[src/rtl/quad_pkg.sv]
// Shared constants and transition classification for the quadrature decoder.
package quad_pkg;

  localparam logic [1:0] Q00 = 2'b00;
  localparam logic [1:0] Q01 = 2'b01;
  localparam logic [1:0] Q11 = 2'b11;
  localparam logic [1:0] Q10 = 2'b10;

  localparam int unsigned DEFAULT_FILTER = 3;

  typedef enum logic [1:0] {
    StepNone,
    StepUp,
    StepDown,
    StepBad
  } step_e;

  // Classify a {A,B} state change; a two-bit change has no defined direction.
  function automatic step_e quad_step(input logic [1:0] prev, input logic [1:0] cur);
    step_e res;
    if (prev == cur) begin
      res = StepNone;
    end else if ((prev ^ cur) == 2'b11) begin
      res = StepBad;
    end else begin
      unique case ({prev, cur})
        {Q00, Q01}, {Q01, Q11}, {Q11, Q10}, {Q10, Q00}: res = StepUp;
        default:                                         res = StepDown;
      endcase
    end
    return res;
  endfunction

endpackage

[src/rtl/quad_filter.sv]
// Two-flop synchroniser followed by a run-length glitch filter for one encoder phase.
module quad_filter
  import quad_pkg::*;
#(
  parameter int unsigned FILTER = DEFAULT_FILTER
) (
  input  logic clk,
  input  logic reset,
  input  logic in,
  output logic out
);

  localparam logic [3:0] RunLimit = 4'(FILTER);

  logic       sync1_q, sync2_q;
  logic       filt_q, filt_d;
  logic [3:0] run_q, run_d;
  logic [3:0] run_inc;

  assign run_inc = run_q + 4'd1;

  always_comb begin
    filt_d = filt_q;
    run_d  = 4'd0;
    if (sync2_q != filt_q) begin
      if (run_inc == RunLimit) begin
        filt_d = sync2_q;
      end else begin
        run_d = run_inc;
      end
    end
  end

  always_ff @(posedge clk) begin
    if (reset) begin
      sync1_q <= 1'b0;
      sync2_q <= 1'b0;
      filt_q  <= 1'b0;
      run_q   <= 4'd0;
    end else begin
      sync1_q <= in;
      sync2_q <= sync1_q;
      filt_q  <= filt_d;
      run_q   <= run_d;
    end
  end

  assign out = filt_q;

endmodule

[src/rtl/quad_decoder.sv]
// Quadrature decoder: filtered A/B phases to registered step/dir pulses and a wrapping count.
module quad_decoder
  import quad_pkg::*;
#(
  parameter int unsigned WIDTH  = 4,
  parameter int unsigned FILTER = DEFAULT_FILTER
) (
  input  logic             clk,
  input  logic             reset,
  input  logic             a_in,
  input  logic             b_in,
  output logic             step,
  output logic             dir,
  output logic [WIDTH-1:0] count,
  output logic             error
);

  logic             filt_a, filt_b;
  logic [1:0]       cur, prev_q;
  step_e            delta;
  logic             step_q, step_d;
  logic             error_q, error_d;
  logic             dir_q, dir_d;
  logic [WIDTH-1:0] count_q, count_d;

  quad_filter #(.FILTER(FILTER)) u_filt_a (
    .clk   (clk),
    .reset (reset),
    .in    (a_in),
    .out   (filt_a)
  );

  quad_filter #(.FILTER(FILTER)) u_filt_b (
    .clk   (clk),
    .reset (reset),
    .in    (b_in),
    .out   (filt_b)
  );

  assign cur   = {filt_a, filt_b};
  assign delta = quad_step(prev_q, cur);

  always_comb begin
    step_d  = 1'b0;
    error_d = 1'b0;
    dir_d   = dir_q;
    count_d = count_q;
    unique case (delta)
      StepUp: begin
        step_d  = 1'b1;
        dir_d   = 1'b1;
        count_d = count_q + 1'b1;
      end
      StepDown: begin
        step_d  = 1'b1;
        dir_d   = 1'b0;
        count_d = count_q - 1'b1;
      end
      StepBad:  error_d = 1'b1;
      default:  ;
    endcase
  end

  always_ff @(posedge clk) begin
    if (reset) begin
      prev_q  <= Q00;
      step_q  <= 1'b0;
      error_q <= 1'b0;
      dir_q   <= 1'b0;
      count_q <= '0;
    end else begin
      prev_q  <= cur;
      step_q  <= step_d;
      error_q <= error_d;
      dir_q   <= dir_d;
      count_q <= count_d;
    end
  end

  assign step  = step_q;
  assign error = error_q;
  assign dir   = dir_q;
  assign count = count_q;

endmodule

[config.mk]
export PLATFORM = sky130hd
export DESIGN_NAME = quad_decoder
export DESIGN_NICKNAME = d
export VERILOG_FILES = /design/src/rtl/quad_pkg.sv /design/src/rtl/quad_filter.sv /design/src/rtl/quad_decoder.sv
export SDC_FILE = /design/constraint.sdc
export NUM_CORES = 1
export LEC_CHECK = 0
export CAP_MARGIN = 5
export CELL_PAD_IN_SITES_DETAIL_PLACEMENT = 1
export CELL_PAD_IN_SITES_GLOBAL_PLACEMENT = 1
export CORE_MARGIN = 1
export CORE_UTILIZATION = 40
export CTS_CLUSTER_DIAMETER = 120
export DETAILED_ROUTE_END_ITERATION = 6
export PLACE_DENSITY = 0.83
export REMOVE_ABC_BUFFERS = 1
export SETUP_SLACK_MARGIN = 0.15
export SKIP_LAST_GASP = 1
export SLEW_MARGIN = 20
export SYNTH_ARGS = -nofsm -noshare
export SYNTH_HDL_FRONTEND = slang
export SYNTH_SLANG_ARGS = --single-unit
[constraint.sdc]
create_clock -name clk -period 6.2 [get_ports clk]
set_clock_uncertainty 0.15 [all_clocks]
set_input_delay 1.86 -clock clk [delete_from_list [all_inputs] [get_ports clk]]
set_output_delay 1.86 -clock clk [all_outputs]
set_load 0.01 [all_outputs]
# After elaboration in Yosys (flattened, before gate mapping)
# Cells that the tools add are included.
# op_classes
addsub	4
n_eq_ne	13
mux	7
bitwise_logic	3
reduce_logical	7
# ops
operator	count
adder 4 x 1 -> 4 bit, second input constant	3
== test 4 x 2 -> 1 bit, second input constant	2
== test 4 bit, second input constant	2
case mux 4 bit (2 select lines)	1
== test 2 bit, second input constant	3
2-to-1 mux 2 bit	3
OR reduction 3 bit	2
== test 4 x 1 -> 1 bit, second input constant	1
== test 4 x 3 -> 1 bit, second input constant	1
AND reduction 2 bit	2
OR reduction 4 bit	1
subtractor 4 x 1 -> 4 bit, second input constant	1
== test 2 x 1 -> 1 bit, second input constant	1
== test 2 bit	1
2-to-1 mux 1 bit	2
!= test 1 bit	2
NOT 1 bit	2
case mux 1 bit (2 select lines)	1
nonzero test 2 bit	1
OR reduction 2 bit	1
bitwise XOR 2 bit	1
# word_totals
reg_bits	23
in_bits	4
out_inout_bits	7
elab_cells	47

# Logic depth before layout (Yosys ltp)
# depth
word_depth	8
depth_mapped	10
depth_no_buf	10

# Modules after synthesis
# A second synthesis with hierarchy kept.
# unflattened
cells_unflattened	108
hier_area_um2	1102.3
# modules_own_cells
mod	instances	cells_per_inst	area_each_um2	seq_area_each_um2
quad_filter	2	31	317.8	140.1
quad_decoder	1	46	466.7	180.2

# Least setup slack after synthesis
# Ideal clock, no wire load.
# synth_path
path_kind	in2reg
from	input reset
to	register count_q[2], in the netlist count[2]
setup_time_ns	0.121
arrival_time_ns	2.423
path_slack_ns	3.506
cell_stages	3
path_buffers	1
path_cell_list	clkbuf_1 nor2_1 mux2_4
# synth_rtl
element	line	source
start: declaration	quad_decoder.sv:9	input logic reset,
end signal: assignment	quad_decoder.sv:76	count_q <= count_d;
end: declaration	quad_decoder.sv:24	logic [WIDTH-1:0] count_q, count_d;

# Final worst setup path
# layout_path
from	register count_q[0], in the netlist count[0]
to	output count[0]
# layout_rtl
element	line	source
end: declaration	quad_decoder.sv:14	output logic [WIDTH-1:0] count,
# No word-level cell between the ends.

==> metrics <==
Final ANT Viol Nets=0; DP Worst Slack=2.76 ns; DRT iter0 DRCs=2; post-synth top area cell=dfxtp_1; Register-to-Register Path Depth=10; Area contributors post-synth=dfxtp_1 (44%), ha_1 (9.5%), nor2b_1 (7.1%); design area=1210 um2; CP max-delay cell=clkdlybuf4s50_1; postcts setup bufs=0; # DRC=0; diodes inserted=0; Num CTS Buffers=3; FP Rows=18; worst hold-check path type=flip-flop to flip-flop; maxcap violations=0; TritonCTS clock tree=built; worst hold endpoint=u_filt_a.sync2_q; fin nets=129; reg2reg start=u_filt_b.out; peak supply drop=0.130 mV; Cells after DPL=142; vias in the first global route=684; Slew @ Worst Pin=0.590 ns; Worst Path Buf+Inv=1; wire per inst=12.1 um; worst path cell trace=clkdlybuf4s50_1; critical path startpoint category=flip-flop; CTS HTree Levels=1; initial antenna violation count=0; global route total overflow=0; first-pass GRT wire length=2860 um; area grow syn2layout=14.6%; total power=226 uW; worst setup slack after layout=2.87 ns; Crit path depth=1; via count=715; CTS sink cnt=23; mapped cell area=1050 um2; Cell variety after synth=23; status=finished clean; most frequent cells in the layout=dfxtp_1 (23), nor2b_1 (12), nor2_1 (10), clkdlybuf4s50_1 (10); syn avg cell area=10.1 um2; drt total wl=1760 um; all-layer global routing usage=14.6%; Hold Path Depth=1; Worst Min Path Start=u_filt_a.sync1_q; largest net degree at the start of global routing=20; placed cell area=1180 um2; cells resized by post-CTS repair=0; fmax=300 MHz; crit-path max FO=5; Chip Height=53.3 um; Final Max Tran Viols=0; reg-to-reg slack, setup=3.43 ns; Finished Layout Cells=146; Final HPWL DP=1340 um; r2r endpoint=count[2]; Final Hold Fails=0; CP required=4.19 ns; Root Driver=clkbuf_4; crit end category=primary output; DR vias/cell=4.90; RSZ-0062 raised after global routing=false; CTS Hold Bufs=0; starting density of the core=42.5%; synthesized flop and latch total=23; Max-slew headroom=60.6%; Synth Instances=104; Register Area=460 um2; DIE WIDTH=53.3 um; Synth top area share=43.7%; I/O pin total=11; die area=2840 um2; Static Leakage=0.510 nW; core area=2480 um2; sequential cell area fraction in the yosys report=43.7%; multi-input logic area=567 um2; setup_tns=0 ns; final critical-path required period=3.33 ns; power density cells=187 nW/um2; critical path data arrival time=1.32 ns; Worst-path clk slew=0.13 ns; crit-path max cell delay=0.57 ns; share of cells above drive strength 1=6.03%; fill count=281; PortBufs=10; Util after Layout=48.7%; worst-skew pair later-pin latency=0.32 ns; Warnings, synthesis=0; commonest non-fill, non-tap cell in the layout=dfxtp_1; Min Hold Slack=0.312 ns; maximum clock path buffer count=2; final setup fails=0; Worst path top cell family by delay=buffers and inverters; fin crit share=53.7%; drt pass-1 iters=2; Placer Congestion=0.633; crit path kind=flip-flop to primary output
cell type report:
| class | count | share of cell area, % |
|---|---|---|
| tap | 30 | 3.11 |
| clock buffer | 3 | 1.87 |
| inverter | 4 | 1.24 |
| timing repair buffer | 10 | 8.29 |
| multi-input combinational | 75 | 46.9 |
| sequential | 23 | 38.1 |
| clock inverter | 1 | 0.415 |
synthesized netlist by cell type, drive strengths merged:
master and instances:
ha 8, o21ai 1, xor2 7, a21boi 2
nand3 2, nor3 8, nand2b 2, nor2 10
mux2 5, dfxtp 23, xnor2 5, buf 1
nand2 3, nor2b 12, inv 4, or4b 1
mux2i 3, nand4 1, clkbuf 1, and3b 2
o21a 2, or3b 1
how the worst max path moves through the flow:
| stage | start | end | slack, ns |
|---|---|---|---|
| 2_1_floorplan | u_filt_b.out | count[2] | 3.65 |
| 3_3_place_gp | reset | u_filt_a.out | 2.82 |
| 3_5_place_dp | reset | u_filt_a.out | 2.76 |
| 4_1_cts | count[1] | count[1] | 2.85 |
| 5_1_grt | count[1] | count[1] | 2.81 |
| 6_report | count[0] | count[0] | 2.87 |
logic make-up (layout without fill, tap and decap cells):
group | count (synthesis) | in the layout | share of synthesized area [%]
simple gates | 42 | 42 | 21.7
flops | 23 | 23 | 43.7
xor+xnor | 12 | 12 | 9.98
buf+inv | 6 | 18 | 2.49
compound gates | 5 | 5 | 3.68
fa+ha+maj | 8 | 8 | 9.50
mux | 8 | 8 | 8.91
per-layer routing:
metal  wire [um]  vias to the layer above  GRT usage, %
li1            -                      367             -
met1         720                      330          15.4
met2         924                       12          24.6
met3          67                        6          3.45
met4          48                        0          11.0
met5           0                        -             0
sequential cells by signal, summed over array words and instances (netlist names):
register and flops:
count 4, u_filt_a.run_q 4, u_filt_b.run_q 4, prev_q 2, dir 1, error 1
step 1, u_filt_a.out 1, u_filt_a.sync1_q 1, u_filt_a.sync2_q 1, u_filt_b.out 1, u_filt_b.sync1_q 1
u_filt_b.sync2_q 1
power by group:
group	internal, mW	total [mW]	switching [mW]
Combinational	0.00356	0.00681	0.00326
Clock	0.0241	0.0684	0.0442
Sequential	0.149	0.151	0.00111
worst reg2reg max path, delay by kind of cell (launching register included):
family | cells | cell delay (ns)
DFF | 1 | 0.43
buffers and inverters | 1 | 0.08
adders and majority gates | 2 | 0.40
xor gates and xnor gates | 2 | 0.44
muxes | 2 | 0.58
and+or+nand+nor | 2 | 0.47
AOI/OAI and AO/OA | 1 | 0.13
Power figures use the tool's default switching activity.
